[config.mk]
export PLATFORM = sky130hd
export DESIGN_NAME = nec_ir_receiver
export DESIGN_NICKNAME = d
export VERILOG_FILES = /design/src/rtl/nec_ir_receiver.sv
export SDC_FILE = /design/constraint.sdc
export NUM_CORES = 1
export LEC_CHECK = 0
export CORE_MARGIN = 2
export CORE_UTILIZATION = 45
export CTS_BUF_LIST = sky130_fd_sc_hd__clkbuf_8
export DETAILED_ROUTE_END_ITERATION = 10
export HOLD_SLACK_MARGIN = 0.12
export MAX_ROUTING_LAYER = met4
export SLEW_MARGIN = 20
export SYNTH_ARGS = -nofsm -noshare
export SYNTH_HDL_FRONTEND = slang
export SYNTH_SLANG_ARGS = --single-unit
[constraint.sdc]
create_clock -name clk -period 5.4 [get_ports clk]
set_input_delay 0.54 -clock clk [delete_from_list [all_inputs] [get_ports clk]]
set_output_delay 0.54 -clock clk [all_outputs]
set_load 0.02 [all_outputs]
[src/rtl/nec_ir_receiver.sv]
// NEC infrared frame decoder: measures pulse/space widths on the synchronized
// IR line and commits 32-bit frames, flagging repeat codes and malformed frames.
module nec_ir_receiver #(
  parameter int TICK_DIV       = 500,
  parameter bit CHECK_DATA_INV = 1'b1
) (
  input  logic        clk,
  input  logic        reset_n,
  input  logic        iIR,
  output logic        get_flag,
  output logic [15:0] ir_addr,
  output logic [15:0] ir_data,
  output logic        repeat_pulse,
  output logic        frame_err
);

  localparam int              PW        = (TICK_DIV > 1) ? $clog2(TICK_DIV) : 1;
  localparam logic [PW-1:0]   PRESC_MAX = PW'(TICK_DIV - 1);

  localparam logic [10:0] W_LEAD_MIN  = 11'd800;
  localparam logic [10:0] W_LEAD_MAX  = 11'd1000;
  localparam logic [10:0] W_FRAME_MIN = 11'd400;
  localparam logic [10:0] W_FRAME_MAX = 11'd500;
  localparam logic [10:0] W_REP_MIN   = 11'd200;
  localparam logic [10:0] W_REP_MAX   = 11'd250;
  localparam logic [10:0] W_SHORT_MIN = 11'd40;
  localparam logic [10:0] W_SHORT_MAX = 11'd70;
  localparam logic [10:0] W_ONE_MIN   = 11'd140;
  localparam logic [10:0] W_ONE_MAX   = 11'd190;
  localparam logic [10:0] SEG_SAT     = 11'd2047;

  typedef enum logic [2:0] {
    IDLE,
    LEAD_LOW,
    LEAD_HIGH,
    BIT_LOW,
    BIT_HIGH,
    STOP
  } state_t;

  state_t        state, state_n;
  logic          sync1, sync2, sync3;
  logic          fall, rise;
  logic [PW-1:0] presc;
  logic          tick;
  logic [10:0]   seg;
  logic [10:0]   seg_max;
  logic          timeout;
  logic [4:0]    bit_cnt, bit_cnt_n;
  logic [31:0]   shreg, shreg_n;
  logic          rep, rep_n;
  logic          commit, rep_set, err_set;

  function automatic logic in_win(input logic [10:0] val, input logic [10:0] lo,
                                  input logic [10:0] hi);
    return (val >= lo) && (val <= hi);
  endfunction

  assign fall = sync3 & ~sync2;
  assign rise = ~sync3 & sync2;
  assign tick = (presc == PRESC_MAX);

  always_ff @(posedge clk or negedge reset_n) begin
    if (!reset_n) begin
      sync1 <= 1'b1;
      sync2 <= 1'b1;
      sync3 <= 1'b1;
    end else begin
      sync1 <= iIR;
      sync2 <= sync1;
      sync3 <= sync2;
    end
  end

  // Every edge restarts the width measurement; seg saturates so long idles stay bounded.
  always_ff @(posedge clk or negedge reset_n) begin
    if (!reset_n) begin
      presc <= '0;
      seg   <= '0;
    end else if (fall || rise) begin
      presc <= '0;
      seg   <= '0;
    end else if (tick) begin
      presc <= '0;
      if (seg != SEG_SAT) seg <= seg + 11'd1;
    end else begin
      presc <= presc + PW'(1);
    end
  end

  always_comb begin
    seg_max = SEG_SAT;
    case (state)
      LEAD_LOW:      seg_max = W_LEAD_MAX;
      LEAD_HIGH:     seg_max = W_FRAME_MAX;
      BIT_LOW, STOP: seg_max = W_SHORT_MAX;
      BIT_HIGH:      seg_max = W_ONE_MAX;
      default:       seg_max = SEG_SAT;
    endcase
  end

  assign timeout = (state != IDLE) && (seg > seg_max);

  always_comb begin
    state_n   = state;
    bit_cnt_n = bit_cnt;
    shreg_n   = shreg;
    rep_n     = rep;
    commit    = 1'b0;
    rep_set   = 1'b0;
    err_set   = 1'b0;
    case (state)
      IDLE: begin
        if (fall) state_n = LEAD_LOW;
      end
      // A leader that never qualified is treated as noise, never as a frame error.
      LEAD_LOW: begin
        if (timeout) state_n = IDLE;
        else if (rise) state_n = in_win(seg, W_LEAD_MIN, W_LEAD_MAX) ? LEAD_HIGH : IDLE;
      end
      LEAD_HIGH: begin
        if (timeout) begin
          err_set = 1'b1;
          state_n = IDLE;
        end else if (fall) begin
          if (in_win(seg, W_FRAME_MIN, W_FRAME_MAX)) begin
            state_n   = BIT_LOW;
            bit_cnt_n = '0;
            shreg_n   = '0;
            rep_n     = 1'b0;
          end else if (in_win(seg, W_REP_MIN, W_REP_MAX)) begin
            state_n = STOP;
            rep_n   = 1'b1;
          end else begin
            err_set = 1'b1;
            state_n = IDLE;
          end
        end
      end
      BIT_LOW: begin
        if (timeout || (rise && !in_win(seg, W_SHORT_MIN, W_SHORT_MAX))) begin
          err_set = 1'b1;
          state_n = IDLE;
        end else if (rise) begin
          state_n = BIT_HIGH;
        end
      end
      BIT_HIGH: begin
        if (timeout) begin
          err_set = 1'b1;
          state_n = IDLE;
        end else if (fall) begin
          if (in_win(seg, W_SHORT_MIN, W_SHORT_MAX) || in_win(seg, W_ONE_MIN, W_ONE_MAX)) begin
            shreg_n = {in_win(seg, W_ONE_MIN, W_ONE_MAX), shreg[31:1]};
            if (bit_cnt == 5'd31) begin
              state_n = STOP;
              rep_n   = 1'b0;
            end else begin
              bit_cnt_n = bit_cnt + 5'd1;
              state_n   = BIT_LOW;
            end
          end else begin
            err_set = 1'b1;
            state_n = IDLE;
          end
        end
      end
      STOP: begin
        if (timeout || (rise && !in_win(seg, W_SHORT_MIN, W_SHORT_MAX))) begin
          err_set = 1'b1;
          state_n = IDLE;
        end else if (rise) begin
          state_n = IDLE;
          if (rep) rep_set = 1'b1;
          else if (!CHECK_DATA_INV || (shreg[31:24] == ~shreg[23:16])) commit = 1'b1;
          else err_set = 1'b1;
        end
      end
      default: state_n = IDLE;
    endcase
  end

  always_ff @(posedge clk or negedge reset_n) begin
    if (!reset_n) begin
      state   <= IDLE;
      bit_cnt <= '0;
      shreg   <= '0;
      rep     <= 1'b0;
    end else begin
      state   <= state_n;
      bit_cnt <= bit_cnt_n;
      shreg   <= shreg_n;
      rep     <= rep_n;
    end
  end

  // Address, data and the toggle flag move together so the consumer sees a coherent word.
  always_ff @(posedge clk or negedge reset_n) begin
    if (!reset_n) begin
      get_flag     <= 1'b0;
      ir_addr      <= '0;
      ir_data      <= '0;
      repeat_pulse <= 1'b0;
      frame_err    <= 1'b0;
    end else begin
      repeat_pulse <= rep_set;
      frame_err    <= err_set;
      if (commit) begin
        get_flag <= ~get_flag;
        ir_addr  <= shreg[15:0];
        ir_data  <= shreg[31:16];
      end
    end
  end

endmodule

==> metrics.txt <==
cell at the root of the clock tree=clkbuf_8; total iterations of the first detailed-routing run=5; TritonCTS clock tree=yes; width of the die=108 um; post-route cell area=0.00554 mm^2; Routed WL=9770 um; outcome=finished clean; required time of the critical path=5.67 ns; number of synthesized flops with an enable pin=0; pin count of the biggest net entering global routing=74; worst setup slack after layout=1.29 ns; Max-Cap Viols=0; vias per inst=around 5.4; Final Net Count=~530; Floorplan Core Area=roughly 0.010 mm^2; end-of-flow core utilization=53.2%; Storage cell area=0.00248 mm^2; proportion of power drawn by flip-flops and latches=51.8%; async set-or-reset flop fraction in the synthesized netlist=100%; met1 routing resource usage after global routing=between 20% and 30%; count of cells along the worst hold path=0; category of the worst setup path capture point=register; max-slew violation total from the final report=0; count of standard-cell rows=37; power density over the cells=between 200 and 300 mW/mm^2; CP arrival=4.37 ns; total standard cell area after synthesis=about 0.0049 mm^2; CP max FO=42; total of endpoints with negative setup slack in the final report=0; multi-input logic area=0.00223 mm^2; IO buf count=37; Net Count, Synth=503; met3 Use GR=approximately 3.6%; overall routing resource usage=approximately a fifth; total congestion overflow=0; Leakage=2.45 nW; setup skew after layout=0.0141 ns; CTS-repair resized insts=0; portion of the post-synthesis area used by sequential elements=51.0%; transition time at the pin with the least slew margin=0.883 ns; highest attainable clock frequency=244 MHz; number of clock sinks=99; library cell appearing most often on the critical path=buf_4; first-pass GRT wire length=16700 um; initial core utilization=46.7%; number of flip-flops and latches in the synthesized netlist=99; Antenna Nets Post-Route=0; worst-path cell with the longest stage delay=a211oi_2; fraction of layout instances using a drive strength above 1=6.94%; Switching Fraction=around 33%; worst-case reg-to-reg path depth=12; highest cell delay on the worst timing path=0.51 ns; Max Root-Sink Buffers=2; instance area at placement=around 0.0053 mm^2; Post-Place Setup Slack=1.35 ns; peak-usage layer in the global routing report=met2; Final min period=between 4 and 5 ns; worst skew pair latency=0.37 ns; final sum of negative setup slack=0 ns; share of total power in the clock network=a little under a third; Post-Synthesis Mean Instance Area=10.0 um^2; initial antenna violation count=0; GPL Wtd Cong=0.876; TritonCTS buffer count=9; cell chain of the critical path=nor2b_1 -> nand2_1 -> inv_1 -> buf_4 -> ha_1 -> a21oi_1 -> nor3_1 -> a211oi_2 -> o221ai_4 -> buf_4 -> or2_4 -> o41ai_2; WL per Instance=14.9 um; post-DP HPWL=6750 um; tightest slew margin relative to the limit=41.1%; critical path class=register to register; final hold violation count=0; layout overhead on the synthesized area=13.8%; Switching Power=0.500 mW; type of the tightest min-delay check=register to register; count of boundary I/O pins=38; clock-pin slew reported for the worst setup and hold paths after clock tree synthesis=0.10 ns; global-route track usage on met2=28.0%; deepest level of the CTS H-tree=3; logic gate share of total power=around 18%; count of antenna diodes in the layout=0; floorplan die area=about 0.012 mm^2; dominant register cell in the synthesized netlist=dfrtp_1; number of filler instances in the final layout=~970; final clock period utilization by the worst path=76.0%; yosys warns=0; DRC=0; Worst Setup Start Kind=register; cell-internal power=around 1.0 mW; DIE HEIGHT=108 um; Cells after Synth=484; vias post-DR=3507; setup repair after global routing missed its margin=false; first-iteration detailed-routing DRC count=194; synth unique cells=53; PnR Total Power=1.54 mW; Worst VDD drop=0.000114 V; vias in the first global route=3422
## cell families (layout without fill, tap and decap cells)
family / Yosys count / after routing / synth area share [%]
simple gates: 182 / 182 / 17.4
flops: 99 / 99 / 51.0
compound gates: 93 / 93 / 11.9
buf+inv: 37 / 72 / 3.45
mux: 33 / 33 / 7.62
xor+xnor: 24 / 24 / 4.48
fa+ha+maj: 16 / 16 / 4.12
## metrics by stage
step / std cells / hold slack (ns)
finish: 655 / 0.360
global route: 655 / 0.364
CTS: 655 / 0.361
detailed placement: 638 / 0.347
global placement: 638 / 0.347
floorplan: 484 / 0.244
## registers in the layout (all words and copies together), names as in the netlist, 3 cells and up
name and count:
shreg 32, presc 9, seg 11, ir_addr 16, ir_data 16, state 3, bit_cnt 5
## power by group through the flow
stage	sequential, mW	clock, mW	combinational, mW
6_report	0.795	0.469	0.271
5_1_grt	0.802	0.521	0.309
3_5_place_dp	0.809	0	0.268
4_1_cts	0.795	0.485	0.271
3_3_place_gp	0.809	0	0.274
2_1_floorplan	0.797	0	0.200
## cells in the mapped netlist, types with 3 or more instances
| cell type | count | area share (%) |
|---|---|---|
| o21ai_0 | 10 | 1.0 |
| nand3_1 | 10 | 1.0 |
| nand4_1 | 8 | 1.0 |
| nand2_1 | 93 | 7.2 |
| buf_2 | 5 | 0.51 |
| a2111oi_0 | 3 | 0.54 |
| nor4_1 | 5 | 0.64 |
| xor2_1 | 3 | 0.54 |
| a21oi_1 | 15 | 1.5 |
| clkbuf_1 | 14 | 1.1 |
| and3_1 | 5 | 0.64 |
| ha_1 | 16 | 4.1 |
| nor2b_1 | 3 | 0.39 |
| and2_1 | 10 | 1.3 |
| dfstp_2 | 3 | 1.6 |
| o31ai_1 | 5 | 0.77 |
| o21ai_1 | 38 | 3.9 |
| buf_6 | 3 | 0.69 |
| inv_1 | 12 | 0.93 |
| xnor2_1 | 20 | 3.6 |
| dfrtp_1 | 96 | 49 |
| a21o_1 | 4 | 0.62 |
| mux2_1 | 32 | 7.4 |
| nor3_1 | 10 | 1.0 |
| o2111ai_1 | 3 | 0.54 |
| nor2_1 | 25 | 1.9 |
## worst max-delay path, delay by kind of cell (launching register included)
kind,cells,cell delay [ns]
AO/OA/AOI/OAI,4,1.33
flip-flops,1,0.47
adder cells (fa/ha/maj),1,0.33
AND/OR/NAND/NOR,4,0.94
buffers and inverters,3,0.92
## cell type report
cell class / count / area share [%]
Tap cell: 136 / 3.07
Clock buffer: 9 / 2.24
Timing Repair Buffer: 42 / 7.37
Sequential cell: 99 / 44.8
Clock inverter: 7 / 1.27
Multi-Input combinational cell: 348 / 40.3
Inverter: 14 / 0.949
## cells in the final DEF (no fill, tap or decap), drive strengths merged, types with 2 or more instances in the layout
master,Yosys,final
nand4,8,8
nand3b,2,2
dfrtp,96,96
ha,16,16
and2,10,10
o21ai,48,48
clkinv,0,3
a31oi,2,2
a211oi,2,2
nor2,26,26
o21a,2,2
clkdlybuf4s50,0,36
a21oi,16,16
a21o,4,4
dfstp,3,3
o41ai,2,2
nor3,10,10
mux2,32,32
or4,3,3
or3,2,2
nand2,93,93
o2111ai,3,3
buf,9,5
inv,14,18
nor4,5,5
xnor2,21,21
nor2b,3,3
and3,5,5
o31ai,5,5
nand3,10,10
a2111oi,3,3
xor2,3,3
nor4b,2,2
clkbuf,14,9
## routing by layer
layer / share of wire (%) / up-vias
met1: 48 / 1668
li1: - / 1743
met2: 46 / 82
met3: 4.5 / 14
met4: 1.6 / 0
met5: 0 / -
## what timing repair did
action	4_1_cts	5_1_grt
endpoints found under the hold margin	26	0
hold buffers	1	0
setup buffers	0	0
## path summary, 6_finish.rpt
| path | from | slack (ns) | end |
|---|---|---|---|
| setup / recovery | state[2] | 1.29 | bit_cnt[3] |
| setup reg to reg | state[2] | 1.29 | bit_cnt[3] |
| hold / removal | sync1 | 0.36 | sync2 |
| min in group asynchronous | reset_n | 0.62 | state[0] |
| hold reg to reg | sync1 | 0.36 | sync2 |
| max in group asynchronous | reset_n | 3.56 | shreg[23] |
Note: power is estimated with default switching activity, not from simulation.
